===== config.mk =====
export PLATFORM = sky130hd
export DESIGN_NAME = time_set_ctrl
export DESIGN_NICKNAME = d
export VERILOG_FILES = /design/src/rtl/time_set_ctrl.sv
export SDC_FILE = /design/constraint.sdc
export NUM_CORES = 1
export LEC_CHECK = 0
export ABC_AREA = 1
export CAP_MARGIN = 20
export CELL_PAD_IN_SITES_DETAIL_PLACEMENT = 1
export CELL_PAD_IN_SITES_GLOBAL_PLACEMENT = 1
export CORE_MARGIN = 2
export CORE_UTILIZATION = 43
export CTS_CLUSTER_DIAMETER = 100
export DETAILED_ROUTE_END_ITERATION = 6
export PLACE_DENSITY = 0.95
export RECOVER_POWER = 50
export SETUP_SLACK_MARGIN = 0.3
export SLEW_MARGIN = 20
export SYNTH_ARGS = -nofsm -noshare
export SYNTH_HDL_FRONTEND = slang
export SYNTH_SLANG_ARGS = --single-unit

===== constraint.sdc =====
create_clock -name clk -period 6.1 [get_ports clk]
set_clock_uncertainty 0.2 [all_clocks]
set_input_delay 0.61 -clock clk [delete_from_list [all_inputs] [get_ports clk]]
set_output_delay 0.61 -clock clk [all_outputs]
set_load 0.02 [all_outputs]

===== src/rtl/time_set_ctrl.sv =====
// time_set_ctrl: button-driven time/date editor feeding set values, a load strobe
// and the run enable into the clock/calendar counter chain.
module time_set_ctrl #(
    parameter int          YEAR_MIN       = 2000,
    parameter int          YEAR_MAX       = 2047,
    parameter logic [31:0] TIMEOUT_CYCLES = 32'd50_000_000
) (
    input  logic        clk,
    input  logic        rst,
    input  logic        btn_mode,
    input  logic        btn_inc,
    input  logic        btn_dec,
    input  logic        set_12_24,
    input  logic [6:0]  cur_sec,
    input  logic [6:0]  cur_min,
    input  logic [6:0]  cur_hour,
    input  logic [6:0]  cur_day,
    input  logic [6:0]  cur_month,
    input  logic [10:0] cur_year,
    output logic [6:0]  set_numb_sec,
    output logic [6:0]  set_numb_min,
    output logic [6:0]  set_numb_hour,
    output logic [6:0]  set_numb_day,
    output logic [6:0]  set_numb_month,
    output logic [10:0] set_numb_year,
    output logic        load,
    output logic        en,
    output logic [2:0]  field_sel
);
    typedef enum logic [2:0] {
        ST_RUN, ST_HOUR, ST_MIN, ST_SEC, ST_DAY, ST_MONTH, ST_YEAR, ST_COMMIT
    } state_t;

    state_t      state_q;
    logic        mode_q, inc_q, dec_q, load_q, en_q;
    logic [6:0]  sec_q, min_q, hour_q, day_q, month_q;
    logic [10:0] year_q;
    logic [31:0] tmo_q;
    logic        rise_mode, rise_inc, rise_dec, any_rise;
    logic [6:0]  md;
    logic [10:0] cur_v, lo, hi, field_d;

    function automatic logic [6:0] max_day(input logic [6:0] m, input logic [10:0] y);
        logic leap;
        leap = ((y % 11'd4 == 11'd0) && (y % 11'd100 != 11'd0)) || (y % 11'd400 == 11'd0);
        case (m)
            7'd4, 7'd6, 7'd9, 7'd11: max_day = 7'd30;
            7'd2:                    max_day = leap ? 7'd29 : 7'd28;
            default:                 max_day = 7'd31;
        endcase
    endfunction

    assign rise_mode = btn_mode & ~mode_q;
    assign rise_inc  = btn_inc & ~inc_q;
    assign rise_dec  = btn_dec & ~dec_q;
    assign any_rise  = rise_mode | rise_inc | rise_dec;

    // Select the field being edited with its inclusive range, then wrap-step it.
    always_comb begin
        md    = max_day(month_q, year_q);
        cur_v = 11'd0;
        lo    = 11'd0;
        hi    = 11'd0;
        case (state_q)
            ST_HOUR: begin
                cur_v = {4'd0, hour_q};
                lo    = set_12_24 ? 11'd1 : 11'd0;
                hi    = set_12_24 ? 11'd12 : 11'd23;
            end
            ST_MIN: begin
                cur_v = {4'd0, min_q};
                hi    = 11'd59;
            end
            ST_SEC: begin
                cur_v = {4'd0, sec_q};
                hi    = 11'd59;
            end
            ST_DAY: begin
                cur_v = {4'd0, day_q};
                lo    = 11'd1;
                hi    = {4'd0, md};
            end
            ST_MONTH: begin
                cur_v = {4'd0, month_q};
                lo    = 11'd1;
                hi    = 11'd12;
            end
            ST_YEAR: begin
                cur_v = year_q;
                lo    = 11'(YEAR_MIN);
                hi    = 11'(YEAR_MAX);
            end
            default: ;
        endcase
        field_d = rise_inc ? ((cur_v >= hi) ? lo : cur_v + 11'd1)
                           : ((cur_v <= lo) ? hi : cur_v - 11'd1);
    end

    always_ff @(posedge clk or negedge rst) begin
        if (!rst) begin
            state_q <= ST_RUN;
            mode_q  <= 1'b0;
            inc_q   <= 1'b0;
            dec_q   <= 1'b0;
            load_q  <= 1'b0;
            en_q    <= 1'b1;
            sec_q   <= 7'd0;
            min_q   <= 7'd0;
            hour_q  <= 7'd0;
            day_q   <= 7'd1;
            month_q <= 7'd1;
            year_q  <= 11'(YEAR_MIN);
            tmo_q   <= 32'd0;
        end else begin
            mode_q <= btn_mode;
            inc_q  <= btn_inc;
            dec_q  <= btn_dec;
            case (state_q)
                ST_RUN: begin
                    load_q <= 1'b0;
                    tmo_q  <= 32'd0;
                    if (rise_mode) begin
                        sec_q   <= cur_sec;
                        min_q   <= cur_min;
                        hour_q  <= cur_hour;
                        day_q   <= cur_day;
                        month_q <= cur_month;
                        year_q  <= cur_year;
                        state_q <= ST_HOUR;
                        en_q    <= 1'b0;
                    end
                end
                ST_COMMIT: begin
                    load_q  <= 1'b0;
                    en_q    <= 1'b1;
                    state_q <= ST_RUN;
                end
                default: begin
                    if (rise_mode) begin
                        tmo_q   <= 32'd0;
                        state_q <= state_t'(state_q + 3'd1);
                        if (state_q == ST_YEAR) begin
                            load_q <= 1'b1;
                            if (day_q > md) day_q <= md;
                        end
                    end else if (any_rise) begin
                        tmo_q <= 32'd0;
                        if (rise_inc ^ rise_dec) begin
                            case (state_q)
                                ST_HOUR:  hour_q  <= field_d[6:0];
                                ST_MIN:   min_q   <= field_d[6:0];
                                ST_SEC:   sec_q   <= field_d[6:0];
                                ST_DAY:   day_q   <= field_d[6:0];
                                ST_MONTH: month_q <= field_d[6:0];
                                default:  year_q  <= field_d;
                            endcase
                        end
                    end else if (tmo_q == TIMEOUT_CYCLES - 32'd1) begin
                        tmo_q   <= 32'd0;
                        state_q <= ST_RUN;
                        en_q    <= 1'b1;
                    end else begin
                        tmo_q <= tmo_q + 32'd1;
                    end
                end
            endcase
        end
    end

    assign set_numb_sec   = sec_q;
    assign set_numb_min   = min_q;
    assign set_numb_hour  = hour_q;
    assign set_numb_day   = day_q;
    assign set_numb_month = month_q;
    assign set_numb_year  = year_q;
    assign load           = load_q;
    assign en             = en_q;
    assign field_sel      = state_q;
endmodule


==> results of run 1 <==
## flip-flops by register name, indices dropped and copies added, names as in the netlist, 3 cells and up
name,cells
field_sel,3
set_numb_day,7
set_numb_hour,7
set_numb_min,7
set_numb_month,7
set_numb_sec,7
set_numb_year,11
tmo_q,32
## kinds of logic after synthesis
family                   Yosys count
buffers and inverters            156
flip-flops                        86
XOR/XNOR                          16
AO/OA/AOI/OAI                    252
AND/OR/NAND/NOR                  389
adder cells (fa/ha/maj)           31
## critical path: cells and delay by family, from the launching register on
family | cells | cell delay (ps)
and+or+nand+nor | 23 | 2370
AOI/OAI and AO/OA | 5 | 1160
DFF | 1 | 600
buffers and inverters | 4 | 430
adders and majority gates | 1 | 270
## synthesized netlist by cell type (8+ instances only)
master	number	area, sq um
nand2_1	152	571
inv_1	124	465
a21oi_1	110	551
nor2_1	101	379
dfrtp_1	77	1930
o21ai_0	55	275
nand3_1	49	245
ha_1	31	388
nand4_1	24	150
nor3_1	20	100
o22ai_1	20	125
a22oi_1	14	105
nand2_2	14	87.6
inv_2	13	48.8
xor2_1	13	114
clkbuf_1	12	45.0
dfstp_2	9	236
nor4_1	8	50.1
## metal layers
metal  GRT usage, %  up-vias  part of all wire, %
li1               -     3376                    -
met1           39.8     3567                   41
met2           54.5      328                   49
met3           3.98       92                  6.3
met4           13.3        0                  4.0
met5              0        -                    0
## worst min-delay path by stage
stage / startpoint / to / slack (ps) / cells past startpoint
after detailed placement: tmo_q[12]$_DFFE_PN0N_ / tmo_q[12]$_DFFE_PN0N_ / 280 / 1
after CTS: rst / load$_DFFE_PN0P_ / 10 / 1
after global routing: tmo_q[12]$_DFFE_PN0N_ / tmo_q[12]$_DFFE_PN0N_ / 340 / 1
final: tmo_q[12]$_DFFE_PN0N_ / tmo_q[12]$_DFFE_PN0N_ / 300 / 1
after global placement: tmo_q[12]$_DFFE_PN0N_ / tmo_q[12]$_DFFE_PN0N_ / 280 / 1
after floorplan: rst / dec_q$_DFF_PN0_ / 110 / 0
## power by group
part	switching [mW]	internal (mW)
combinational	2.62	1.24
sequential	0.239	0.768
clock	0.267	0.281
total	3.12	2.29
## area by class of cell
| cell class | count | area [sq um] |
|---|---|---|
| fill | 1946 | 7020 |
| multi-input combinational | 688 | 3800 |
| sequential | 86 | 2160 |
| timing repair buffer | 108 | 1060 |
| inverter | 139 | 527 |
| tap | 188 | 235 |
| clock buffer | 9 | 225 |
| clock inverter | 7 | 58.8 |
==> flow_metrics.env, run 1 <==
export IMPL_grt_pass1_vias=7586
export IMPL_fin_crit_ps=5190
export IMPL_drc=0
export IMPL_r2r_slack_ps=910
export IMPL_layout_commonest_cell="nand2_1"
export IMPL_reg2reg_to="set_numb_sec[4]$_DFFE_PN0P_"
export IMPL_synth_simple_area_share_pct=27.3
export IMPL_root_buffer="clkbuf_16"
export IMPL_cpPeakStageDelay_ps=600
export IMPL_grt_setup_unrepaired="no"
export IMPL_pre_cts_ws_ps=1070
export IMPL_powerDensity_nw_per_um2=671
export IMPL_routed_wl_um=25500
export IMPL_critPathCapture="set_numb_sec[4]$_DFFE_PN0P_"
export IMPL_cts_path_max_buffers=2
export IMPL_timing_fmax_ghz=0.193
export IMPL_clk_pin_slew_ps=70
export IMPL_initial_core_util_pct=43.5
export IMPL_synthAdderAreaFrac_pct=5.91
export IMPL_grt_max_degree=57
export IMPL_grt_usage_pct=31.5
export IMPL_max_cap_violations=2
export IMPL_coreArea_sq_um=15100
export IMPL_ys_ff_latch=86
export IMPL_insertedDiodeCount=0
export IMPL_firstDrtPassIters=5
export IMPL_cp_max_fo=8
export IMPL_dp_cells=1209
export IMPL_slew_viol_final=89
export IMPL_grt_pass1_wl_um=40200
export IMPL_clk_latency_ps=360
export IMPL_die_area_sq_um=16300
export IMPL_grt_overflow_total=0
export IMPL_finalCritPeriodShare_pct=85.1
export IMPL_p_leak_nw=3.64
export IMPL_yosysWarnings=0
export IMPL_io_pins=103
export IMPL_routedWlPerCell_um=20.8
export IMPL_antenna_left=0
export IMPL_first_iter_violations=504
export IMPL_cts_sinks=86
export IMPL_die_y_um=128
export IMPL_synth_compound_area_share_pct=22.6
export IMPL_cts_tree="done"
export IMPL_rows=45
export IMPL_synth_mux_area_fraction_pct=0
export IMPL_synth_edf_count=0
export IMPL_fin_ws_ps=911
export IMPL_end_kind="flip-flop"
export IMPL_vdd_drop_max_mv=0.220
export IMPL_arrival_ps=5180
export IMPL_place_hpwl_um=19000
export IMPL_critPathKind="flip-flop to flip-flop"
export IMPL_vias=7363
export IMPL_cp_required_ps=6090
export IMPL_layout_common_cells="nand2_1 (152), inv_1 (124), a21oi_1 (110)"
export IMPL_async_reset_ff_share_pct=100
export IMPL_worst_hold_slack_ps=299
export IMPL_setup_viol=0
export IMPL_instances_no_fill=1225
export IMPL_hold_path_class="flip-flop to flip-flop"
export IMPL_ctsHoldBuffers=0
export IMPL_yosysSeqAreaShare_pct=32.9
export IMPL_antenna_found_initial=0
export IMPL_cts_buffers=9
export IMPL_worst_pin_slew_ps=3040
export IMPL_netlist_instances=930
export IMPL_area_growth_pct=22.9
export IMPL_final_cell_area_sq_um=8070
export IMPL_fin_util_pct=53.5
export IMPL_status="complete, but fails checks"
export IMPL_viasPerCell=6.01
export IMPL_ys_types=53
export IMPL_placed_cell_area_sq_um=7790
export IMPL_drive_gt1_share_pct=8.58
export IMPL_critPathLaunch="set_numb_year[6]$_DFFE_PN1P_"
export IMPL_relSlewSlack_pct=-103
export IMPL_start_kind="flip-flop"
export IMPL_post_cts_setup_buffers=0
export IMPL_nNetsFinal=1115
export IMPL_rr_worst_depth=33
export IMPL_cts_resized=0
export IMPL_finalPower_mw=5.41
export IMPL_r2r_start="set_numb_year[6]$_DFFE_PN1P_"
export IMPL_syn_area_sq_um=6570
export IMPL_synth_top_family_by_area="simple AND/OR/NAND/NOR gates"
export IMPL_timing_setup_tns_ps=0
export IMPL_cp_slowest_cell="dfstp_2"
export IMPL_gp_congestion=0.907
export IMPL_violations="max-capacitance violations, max-slew violations"
export IMPL_syn_nets=1013
export IMPL_crit_top_cell="nand2_1"
export IMPL_htreeDepth=3
export IMPL_hold_viol_final=0
export IMPL_synth_xor_area_share_pct=2.13
export IMPL_synthFlopType="dfrtp_1"
export IMPL_syn_area_per_cell_sq_um=7.06
export IMPL_fp_dieW_um=128
export IMPL_portBuffers=102
Power figures use the tool's default switching activity.
==> run 2, diff against run 1 <==
--- a/config.mk
+++ b/config.mk
@@ -16,6 +16,8 @@
 export PLACE_DENSITY = 0.95
 export RECOVER_POWER = 50
 export SETUP_SLACK_MARGIN = 0.3
+export SKIP_CTS_REPAIR_TIMING = 1
+export SKIP_LAST_GASP = 1
 export SLEW_MARGIN = 20
 export SYNTH_ARGS = -nofsm -noshare
 export SYNTH_HDL_FRONTEND = slang
==> results of run 2 <==
Final layout, timing and power as in run 1 (identical DEF).
